==> src/rtl/framebuffer_stream_receiver.sv <==
// ----------------------------------------------------------------------------
// framebuffer_stream_receiver
//
// Sink end of the framebuffer AXI Stream. Each accepted STREAM_WIDTH-bit beat
// holds PPB = STREAM_WIDTH/PIXEL_WIDTH pixels (pixel 0 in the LSBs). The beat
// is unpacked into one pixel per cycle and tagged with x/y coordinates for a
// scanout writer. The beat-level tlast is checked against the frame end. On a
// mismatch the coordinates resynchronise, and completed frames are counted.
//
// Ports
//   aclk, reset                   clock and synchronous active-high reset
//   s_framebuffer_axis_*          input beat stream (tvalid/tready/tlast/tdata)
//   m_pixel_tvalid/tready/tdata   output pixel stream
//   m_pixel_x, m_pixel_y          coordinates of the presented pixel
//   m_pixel_tuser                 start of frame (x==0 && y==0)
//   m_pixel_tlast                 end of line (x==X_RESOLUTION-1)
//   tlast_error                   one-cycle pulse on tlast/frame-end mismatch
//   frame_count                   completed frames, wraps at 16 bits
// ----------------------------------------------------------------------------
module framebuffer_stream_receiver #(
  parameter int STREAM_WIDTH = 64,
  parameter int PIXEL_WIDTH  = 16,
  parameter int X_RESOLUTION = 128,
  parameter int Y_RESOLUTION = 128
) (
  input  logic                    aclk,
  input  logic                    reset,
  input  logic                    s_framebuffer_axis_tvalid,
  output logic                    s_framebuffer_axis_tready,
  input  logic                    s_framebuffer_axis_tlast,
  input  logic [STREAM_WIDTH-1:0] s_framebuffer_axis_tdata,
  output logic                    m_pixel_tvalid,
  input  logic                    m_pixel_tready,
  output logic [PIXEL_WIDTH-1:0]  m_pixel_tdata,
  output logic [15:0]             m_pixel_x,
  output logic [15:0]             m_pixel_y,
  output logic                    m_pixel_tuser,
  output logic                    m_pixel_tlast,
  output logic                    tlast_error,
  output logic [15:0]             frame_count
);

  localparam int PPB   = STREAM_WIDTH / PIXEL_WIDTH;
  localparam int IDX_W = (PPB > 1) ? $clog2(PPB) : 1;

  localparam logic [IDX_W-1:0] IDX_LAST = IDX_W'(PPB - 1);
  localparam logic [15:0]      X_LAST   = 16'(X_RESOLUTION - 1);
  localparam logic [15:0]      Y_LAST   = 16'(Y_RESOLUTION - 1);

  typedef enum logic {
    EMPTY  = 1'b0,  // no beat held
    UNPACK = 1'b1   // beat held, presenting pixel[index]
  } state_t;

  state_t state, state_next;

  logic [PPB-1:0][PIXEL_WIDTH-1:0] beat_data;
  logic                            beat_last;
  logic [IDX_W-1:0]                index;
  logic [15:0]                     x;
  logic [15:0]                     y;

  logic pixel_fire;   // pixel handshake this cycle
  logic beat_done;    // last pixel of the held beat handshakes
  logic beat_accept;  // input beat handshake this cycle
  logic s_ready;
  logic x_wrap;
  logic frame_end;

  // --------------------------------------------------------------------------
  // Next-state and handshake decode
  // --------------------------------------------------------------------------
  always_comb begin
    state_next  = state;
    pixel_fire  = (state == UNPACK) && m_pixel_tready;
    beat_done   = pixel_fire && (index == IDX_LAST);
    // The next beat is pulled in the cycle the last pixel leaves. This gives
    // one pixel per clock with no bubble between beats. Ready is forced low
    // while reset is held.
    s_ready     = !reset && ((state == EMPTY) || beat_done);
    beat_accept = s_framebuffer_axis_tvalid && s_ready;
    x_wrap      = (x == X_LAST);
    frame_end   = x_wrap && (y == Y_LAST);

    if (state == EMPTY) begin
      if (beat_accept) begin
        state_next = UNPACK;
      end
    end else begin
      if (beat_done) begin
        state_next = beat_accept ? UNPACK : EMPTY;
      end
    end
  end

  // NOTE: every register below is written with <= so all of them update
  // together from the same pre-edge values. A blocking = here would let a
  // later statement see an already-updated value.
  always_ff @(posedge aclk) begin
    if (reset) begin
      state <= EMPTY;
    end else begin
      state <= state_next;
    end
  end

  // NOTE: the beat holding register is deliberately left out of reset. Its
  // contents are only observed while state==UNPACK, and state is reset, so
  // clearing a wide datapath register would buy nothing.
  always_ff @(posedge aclk) begin
    if (beat_accept) begin
      beat_data <= s_framebuffer_axis_tdata;
    end
  end

  // --------------------------------------------------------------------------
  // Unpack index, coordinates, frame check
  // --------------------------------------------------------------------------
  always_ff @(posedge aclk) begin
    if (reset) begin
      beat_last   <= 1'b0;
      index       <= '0;
      x           <= '0;
      y           <= '0;
      tlast_error <= 1'b0;
      frame_count <= '0;
    end else begin
      tlast_error <= 1'b0;

      if (beat_accept) begin
        beat_last <= s_framebuffer_axis_tlast;
        index     <= '0;
      end else if (pixel_fire) begin
        index <= index + IDX_W'(1);
      end

      if (pixel_fire) begin
        if (beat_done && beat_last && !frame_end) begin
          // The source declared a frame end early. Restart the coordinates
          // so the next beat is treated as the top-left of a new frame.
          x <= '0;
          y <= '0;
        end else if (x_wrap) begin
          x <= '0;
          y <= (y == Y_LAST) ? 16'd0 : y + 16'd1;
        end else begin
          x <= x + 16'd1;
        end
      end

      if (beat_done) begin
        if (beat_last != frame_end) begin
          tlast_error <= 1'b1;
        end
        // A missing tlast still completes the frame. The counters wrap
        // naturally, so the frame is counted anyway.
        if (frame_end) begin
          frame_count <= frame_count + 16'd1;
        end
      end
    end
  end

  // --------------------------------------------------------------------------
  // Outputs
  // --------------------------------------------------------------------------
  assign s_framebuffer_axis_tready = s_ready;
  assign m_pixel_tvalid            = (state == UNPACK);
  assign m_pixel_tdata             = beat_data[index];
  assign m_pixel_x                 = x;
  assign m_pixel_y                 = y;
  assign m_pixel_tuser             = m_pixel_tvalid && (x == 16'd0) && (y == 16'd0);
  assign m_pixel_tlast             = m_pixel_tvalid && x_wrap;

endmodule

==> config.mk <==
export PLATFORM = sky130hd
export DESIGN_NAME = framebuffer_stream_receiver
export DESIGN_NICKNAME = d
export VERILOG_FILES = /design/src/rtl/framebuffer_stream_receiver.sv
export SDC_FILE = /design/constraint.sdc
export NUM_CORES = 1
export LEC_CHECK = 0
export ABC_AREA = 1
export CORE_ASPECT_RATIO = 0.7
export CORE_MARGIN = 2
export CORE_UTILIZATION = 48
export CTS_BUF_LIST = sky130_fd_sc_hd__clkbuf_2 sky130_fd_sc_hd__clkbuf_4 sky130_fd_sc_hd__clkbuf_8
export DETAILED_ROUTE_END_ITERATION = 16
export PLACE_DENSITY = 0.89
export REMOVE_ABC_BUFFERS = 1
export SETUP_SLACK_MARGIN = 0.1
export SLEW_MARGIN = 10
export SYNTH_ARGS = -nofsm -noshare
export SYNTH_HDL_FRONTEND = slang
export SYNTH_SLANG_ARGS = --single-unit
==> constraint.sdc <==
create_clock -name aclk -period 3.52 [get_ports aclk]
set_input_delay 0.704 -clock aclk [delete_from_list [all_inputs] [get_ports aclk]]
set_output_delay 0.704 -clock aclk [all_outputs]
set_load 0.005 [all_outputs]
==> results of run 1 <==
==> final cells by class <==
| class | count | area, um2 |
|---|---|---|
| Clock inverter | 13 | 160 |
| Sequential cell | 117 | 2980 |
| Multi-Input combinational cell | 477 | 2290 |
| Tap cell | 153 | 191 |
| Fill cell | 906 | 3690 |
| Inverter | 54 | 213 |
| Clock buffer | 18 | 241 |
| Timing Repair Buffer | 145 | 1440 |
==> registers in the layout, summed over array words and instances (netlist names) <==
register and cells:
m_pixel_y 16, beat_last 1, tlast_error 1, frame_count 16, index 2, beat_data 64, m_pixel_tvalid 1, m_pixel_x 16
==> kinds of logic (layout without fill, tap and decap cells) <==
group,after synthesis,after routing
xor gates and xnor gates,16,16
DFF,117,117
and+or+nand+nor,376,376
buffers and inverters,76,230
adders and majority gates,6,6
AOI/OAI and AO/OA,79,79
==> synth_stat cells (all sizes together), types with 12 or more instances <==
master    n
nand3    68
o21ai    36
inv      52
xor2     12
nand2   159
buf      12
dfxtp    53
nand4    16
a21oi    23
edfxtp   64
nor2    119
o22ai    16
==> worst register-to-register path: stages (launching register included) <==
cell and delay, ps:
sky130_fd_sc_hd__dfxtp_1 460, sky130_fd_sc_hd__ha_1 320, sky130_fd_sc_hd__nand3_1 170, sky130_fd_sc_hd__inv_1 140, sky130_fd_sc_hd__nand2_1 90, sky130_fd_sc_hd__nor2_1 250, sky130_fd_sc_hd__nand2_1 130, sky130_fd_sc_hd__nand2_2 290
sky130_fd_sc_hd__nor3b_1 240
==> report_power, final <==
part | leakage, nW | switching [W] | internal [W]
Clock | 0.192 | 0.000545 | 0.000700
Combinational | 1.55 | 0.0000866 | 0.000120
Sequential | 1.02 | 0.0000122 | 0.00148
Total | 2.76 | 0.000644 | 0.00230
==> per-stage QoR <==
| step | cells | total power, W | setup WS [ps] | utilization | hold WS [ps] |
|---|---|---|---|---|---|
| 6_report | 977 | 0.00294 | 560 | 0.671 | 497 |
| 5_1_grt | 977 | 0.00305 | 474 | 0.671 | 538 |
| 4_1_cts | 977 | 0.00296 | 549 | 0.671 | 500 |
| 3_5_place_dp | 946 | 0.00172 | 550 | 0.635 | 489 |
| 3_3_place_gp | 946 | 0.00172 | 532 | 0.635 | 487 |
| 2_1_floorplan | 648 | 0.00158 | 368 | - | 478 |
==> metal layers <==
| layer | wire [um] | track usage | part of all wire |
|---|---|---|---|
| met5 | 0 | 0 | 0 |
| met2 | 6350 | 0.358 | 0.45 |
| met4 | 213 | 0.0780 | 0.015 |
| met1 | 6530 | 0.325 | 0.46 |
| met3 | 1110 | 0.0628 | 0.078 |
==> path summary, 6_finish.rpt <==
path / from / endpoint / slack [ps] / depth (start not counted)
worst max register to register: m_pixel_y[1] / m_pixel_x[6] / 1360 / 8
worst min-delay path: index[0] / index[0] / 500 / 2
worst max-delay path: m_pixel_tready / s_framebuffer_axis_tready / 560 / 8
worst min register to register: index[0] / index[0] / 500 / 2
==> impl_summary.md, run 1 <==
Placed design
The port buffer count is 137. The weighted congestion reported at the end of routability-driven placement is 0.891. After detailed placement, the total cell area comes to 0.00712 mm2. The wire-length estimate of the detail-placed layout is 9.77 mm.

Timing
The slew of the pin with the lowest slew margin is 548 ps. The normalized max-slew margin is 0.632. The total negative slack for setup checks is 0 ps. For the final database, setup skew stands at 11.4 ps. The smallest clock period supported by the final layout is computed as 2960 ps. The number of pins exceeding their max-slew limit in the final report is 0. The share of the clock period used by the worst path after layout is 0.841. The number of failing hold endpoints at the final stage is 0. Based on the critical path, the design can be clocked at up to 338 MHz.

The setup violation total in the final timing report is 0. Setup repair after global routing left no endpoint under its margin.

Die
The die covers 0.0126 mm2. The starting density of the core is 0.500. From bottom edge to top edge, the die measures 94.5 um. The placeable core region is 0.0112 mm2. The number of I/O pins is 138. The initialized floorplan defines 32 standard-cell rows. The die is 133 um wide.

Synth
Of the total synthesized cell area, the portion taken by full adders, half adders and majority gates is 0.0134. The proportion of netlist area held by the largest area contributor is 0.343. Of the total synthesized cell area, the portion taken by AND, OR, NAND and NOR gates is 0.294. In this run the cell area of the synthesized design comes to 0.00561 mm2. The proportion of register bits with asynchronous set or reset after synthesis is 0. The number of unique standard cell types used by synthesis is 34. The number of flip-flops and latches in the synthesized netlist is 117. The cell count after synthesis is 670. The number of warnings printed during yosys synthesis is 0. Yosys mapped a number of flops with a built-in enable equal to 64.

The largest total area in the synthesized netlist belongs to sky130_fd_sc_hd__edfxtp_1. The share of the synthesized area in compound gates (AO/OA/AOI/OAI) is 0.0758. After synthesis, the cell types taking the most area are sky130_fd_sc_hd__edfxtp_1 34%, sky130_fd_sc_hd__dfxtp_1 19%, sky130_fd_sc_hd__nand2_1 10%, sky130_fd_sc_hd__nor2_1 7.5%, sky130_fd_sc_hd__nand3_1 6.0%.

A synthesized cell averages 8.37 um2. The portion of synthesized area spent on multiplexers is 0. After synthesis, the largest family of logic cells by area is simple AND/OR/NAND/NOR gates. For this run, the register share of the synthesized area comes to 0.532.

Of the total synthesized cell area, the portion taken by XOR and XNOR cells is 0.0250. The most frequently used flop master after synthesis is sky130_fd_sc_hd__edfxtp_1.

Clock network
The TritonCTS clock tree is yes. The number of H-tree levels is 4. In this run, post-CTS repair resized a total of 0 instances.

The clock latency at the later pin of the worst-skew pair is 420 ps. The clock transition at the register clock pins on the worst setup and hold paths after CTS is 60 ps. The number of hold buffers added after CTS was 0.

The clock root buffer master is sky130_fd_sc_hd__clkbuf_8. Buffers inserted during clock tree synthesis total 17. The number of buffers inserted by post-CTS setup repair is 0.

The maximum buffer depth of the clock tree is 2. Clock tree synthesis found a total of 117 sinks.

Critical path
At the worst endpoint, the arrival time is 2260 ps. For the worst setup path, the data required time is 2820 ps. The family of cells with the greatest summed delay on the critical path is buffers and inverters. The type of element launching the critical path is an input pin. The critical path capture point type is an output pin. Traced cell by cell, the critical path runs through clkdlybuf4s50_1 > nand2_4 > clkinv_4 > nand2_4 > nand2_1 > inv_1 > nor2_1 > clkdlybuf4s50_1. In this run the worst path has a maximum fanout of 10.

The type of the setup path with the least slack is input pin to output pin. Among all stages on the critical path, the largest delay is contributed by sky130_fd_sc_hd__clkdlybuf4s50_1. Together, buffers and inverters on the worst path number 4.

The largest single stage delay on the critical path is 530 ps.

Route
In the routed design, unresolved DRC markers number 0. The routed length per placed instance is 14.5 um. After detailed routing, the number of vias per cell comes to 5.22. The via count is 5097. The DRC marker count from the first detailed-route iteration is 442. The first-pass detailed-route iteration total is 5. In this run the remaining antenna-violating nets after routing total 0. The wire length after detailed routing is 14.2 mm.

GRT
The first global-routing pass estimated 23.0 mm of wire. The via count of the first global-routing pass is 4687. The initial antenna violation count was 0. For this run the aggregate overflow at the end of global routing stands at 0. The overall fraction of global-route tracks in use is 0.234. Entering global routing, the biggest net connects 66 pins.

Pwr
In this run the power density over the cells is 391 mW/mm2. Across the VDD grid, the largest voltage drop is 0.000206 V. The leakage power is 2.76 nW.

Cells and area
The relative area change from synthesis to final layout is 34.1%. The final non-filler cell area is 0.00752 mm2. The share of layout cells above drive strength 1 is 0.0752. In the layout the commonest cells are 149 x sky130_fd_sc_hd__nand2_1, 137 x sky130_fd_sc_hd__clkdlybuf4s50_1, 112 x sky130_fd_sc_hd__nor2_1. The library cell used most frequently in the layout, excluding fill and tap cells, is sky130_fd_sc_hd__nand2_1. The count of antenna diodes in the layout is 0. The net count of the finished layout is 887.

Status
The run finished with clean final reports.

Worst hold path
The min-delay analysis places its worst path in the category flop to flop.

Run
The number of max-cap violations is 0.
No activity file was read; power rests on OpenSTA's default activity.
==> run 2, diff against run 1 <==
==> constraint.sdc (replaced) <==
create_clock -name aclk -period 2.9 [get_ports aclk]
set_input_delay 0.58 -clock aclk [delete_from_list [all_inputs] [get_ports aclk]]
set_output_delay 0.58 -clock aclk [all_outputs]
set_load 0.005 [all_outputs]
==> impl_summary.md, run 2 (synthesis gave the netlist of run 1 again) <==
Timing
Setup repair after global routing missed its margin: yes (was no). The normalized max-slew margin is 0.719 (was 0.632). The number of failing hold endpoints at the final stage is 0 (unchanged).

The worst path in the final design needs a cycle of 2710 ps, including I/O delays and setup. The least setup slack across all paths after layout is 194 ps (was 560 ps). The number of pins exceeding their max-slew limit in the final report is 0 (unchanged).

The setup violation total in the final timing report is 0 (unchanged). The share of the clock period used by the worst path after layout is 0.933. The setup skew after layout is 11.6 ps (was 11.4 ps).

The total negative slack for setup checks is 0 ps (unchanged). The slew of the pin with the lowest slew margin was 420 ps (was 548 ps). Timing would allow up to 370 MHz.

Cells and area
The leading cell type in the layout, fill and taps excluded is sky130_fd_sc_hd__nand2_1 (unchanged). The count of antenna diodes in the layout is 0 (unchanged). The filler-free cell count of the finished design was 978 (was 977). Most used cells in the layout excluding fill and tap cells: 149 x sky130_fd_sc_hd__nand2_1, 137 x sky130_fd_sc_hd__clkdlybuf4s50_1, 111 x sky130_fd_sc_hd__nor2_1 (was 149 x sky130_fd_sc_hd__nand2_1, 137 x sky130_fd_sc_hd__clkdlybuf4s50_1, 112 x sky130_fd_sc_hd__nor2_1). The utilization after layout is 0.672 (was 0.671).

The relative area change from synthesis to final layout is 34.3% (was 34.1%). The net count of the finished layout is 887 (unchanged). The register bank with the most flops is beat_data (unchanged). The share of layout cells above drive strength 1 is 0.0836 (was 0.0752).

The flip-flop count of the largest register, all copies and words added came to 64 (unchanged).

Placed design
The port buffer count is 137 (unchanged). The worst setup timing slack at the placement stage is 244 ps (was 550 ps). The cell count after placement was 946 (unchanged).

The weighted congestion reported at the end of routability-driven placement was 0.901 (was 0.891). The final HPWL from detailed placement came to 9.73 mm (was 9.77 mm).

Clock network
The maximum buffer depth of the clock tree is 2 (unchanged). The quantity of hold-fixing buffers added after cts came to 0 (unchanged). The clock transition at the register clock pins on the worst setup and hold paths after CTS is 70 ps (was 60 ps).

The number of H-tree levels came to 4 (unchanged). The number of clock sinks is 117 (unchanged). The clock latency at the later pin of the worst-skew pair is 430 ps (was 420 ps).

The CTS buffer count is 17 (unchanged). The TritonCTS clock tree is yes (unchanged). The clock root buffer master is sky130_fd_sc_hd__clkbuf_8 (unchanged).

Route
The DRC violation count after routing came to 0 (unchanged). The via count is 5035 (was 5097). The routed length per placed instance was 14.3 um (was 14.5 um). The remaining antenna violation count after routing is 0 (unchanged).

The number of vias per cell after detailed routing is 5.15 (was 5.22). The first-pass detailed-route iteration total came to 5 (unchanged). The wire length after detailed routing is 14.0 mm (was 14.2 mm). The DRC marker count from the first detailed-route iteration is 375 (was 442).

Die
The height of the chip is 94.5 um (unchanged). The width of the die came to 133 um (unchanged). The floorplan row count was 32 (unchanged). The number of I/O pins came to 138 (unchanged). The starting density of the core came to 0.500 (unchanged). The placeable core region came to 0.0112 mm2 (unchanged). The overall die area is 0.0126 mm2 (unchanged).

Worst hold path
The worst min-delay path category is flop to flop (unchanged).

Pwr
The power consumption is 0.00354 W (was 0.00294 W). The highest ir drop seen on vdd was 0.000298 V (was 0.000206 V). The leakage power is 2.76 nW (about the same). The total power per unit cell area is 470 mW/mm2 (was 391 mW/mm2).

Critical path
The type of element launching the critical path is a flop (was input pin). The type of the setup path with the least slack was flop to output pin (was input pin to output pin). The critical path capture point type is an output pin (unchanged).

The maximum fanout encountered on the critical timing path was 5 (was 10). The required arrival time at the worst endpoint is 2320 ps (was 2820 ps). The worst path arrival time came to 2130 ps (was 2260 ps).

Run
The number of max-cap violations is 0 (unchanged).

GRT
The global-route wire length before repair is 23.1 mm (was 23.0 mm). The overflow left after global routing is 0 (unchanged). The via count of the first global-routing pass came to 4671 (was 4687).

The initial antenna violation count came to 0 (unchanged). The maximum number of pins on one net before global-route repair is 66 (unchanged). The overall fraction of global-route tracks in use is 0.233 (was 0.234).

Status
Result of the run: finished, final reports clean (unchanged).
==> run 2: cell types whose count changed in the layout (fill, tap and decap cells not counted), sizes merged <==
| cell | change |
|---|---|
| inv | +1 |
| bufinv | -1 |
| clkbuf | -1 |
| clkinv | +2 |
==> run 2: path summary, 6_finish.rpt <==
path / start / to / slack (ps) / cells after the start
setup / recovery: m_pixel_x[0] / m_pixel_tlast / 190 / 8
hold / removal: m_pixel_x[0] / m_pixel_x[0] / 500 / 2
setup reg to reg: m_pixel_y[1] / frame_count[13] / 810 / 8
hold reg to reg: m_pixel_x[0] / m_pixel_x[0] / 500 / 2
==> run 2: power by group <==
part	internal, W	switching [W]	leakage (nW)	total [W]
sequential	0.00179	0.0000155	1.02	0.00181
clock	0.000765	0.000717	0.188	0.00148
combinational	0.000146	0.000102	1.55	0.000248
total	0.00270	0.000835	2.76	0.00354
==> run 2: repair_timing <==
item | 4_1_cts | 5_1_grt
setup buffers | 0 | 0
endpoints found under the setup margin | 0 | 19
gates resized for setup | 0 | 8
==> run 2: through the flow <==
stage          hold WS, ps  cell area, um2
2_1_floorplan          478            5490
3_3_place_gp           480            7120
3_5_place_dp           493            7120
4_1_cts                501            7510
5_1_grt                531            7530
6_report               505            7530
==> run 2: metal layers <==
metal | vias to the layer above | GRT usage | share of wire
li1 | 2529 | - | -
met1 | 2310 | 0.326 | 0.47
met2 | 178 | 0.357 | 0.44
met3 | 18 | 0.0655 | 0.074
met4 | 0 | 0.0665 | 0.014
met5 | - | 0 | 0
==> run 2: cell type report <==
type / count / area (um2)
Multi-Input combinational cell: 477 / 2300
Fill cell: 918 / 3680
Tap cell: 153 / 191
Inverter: 54 / 216
Clock buffer: 17 / 234
Timing Repair Buffer: 145 / 1450
Clock inverter: 15 / 156
Sequential cell: 117 / 2990
==> run 2: critical path, stage by stage (launching register included) <==
cell	delay (ps)
sky130_fd_sc_hd__dfxtp_2	370
sky130_fd_sc_hd__ha_1	170
sky130_fd_sc_hd__nand2_1	100
sky130_fd_sc_hd__inv_1	90
sky130_fd_sc_hd__nand2_1	50
sky130_fd_sc_hd__nor2_1	130
sky130_fd_sc_hd__nand2_2	130
sky130_fd_sc_hd__nor2_1	150
sky130_fd_sc_hd__clkdlybuf4s50_1	510
==> run 3, diff against run 2 <==
--- a/config.mk
+++ b/config.mk
@@ -6,6 +6,7 @@
 export NUM_CORES = 1
 export LEC_CHECK = 0
 export ABC_AREA = 1
+export ABC_CLOCK_PERIOD_IN_PS = 2900
 export CORE_ASPECT_RATIO = 0.7
 export CORE_MARGIN = 2
 export CORE_UTILIZATION = 48
==> results of run 3 <==
The final DEF is identical to that of run 2; final timing and power are the same.
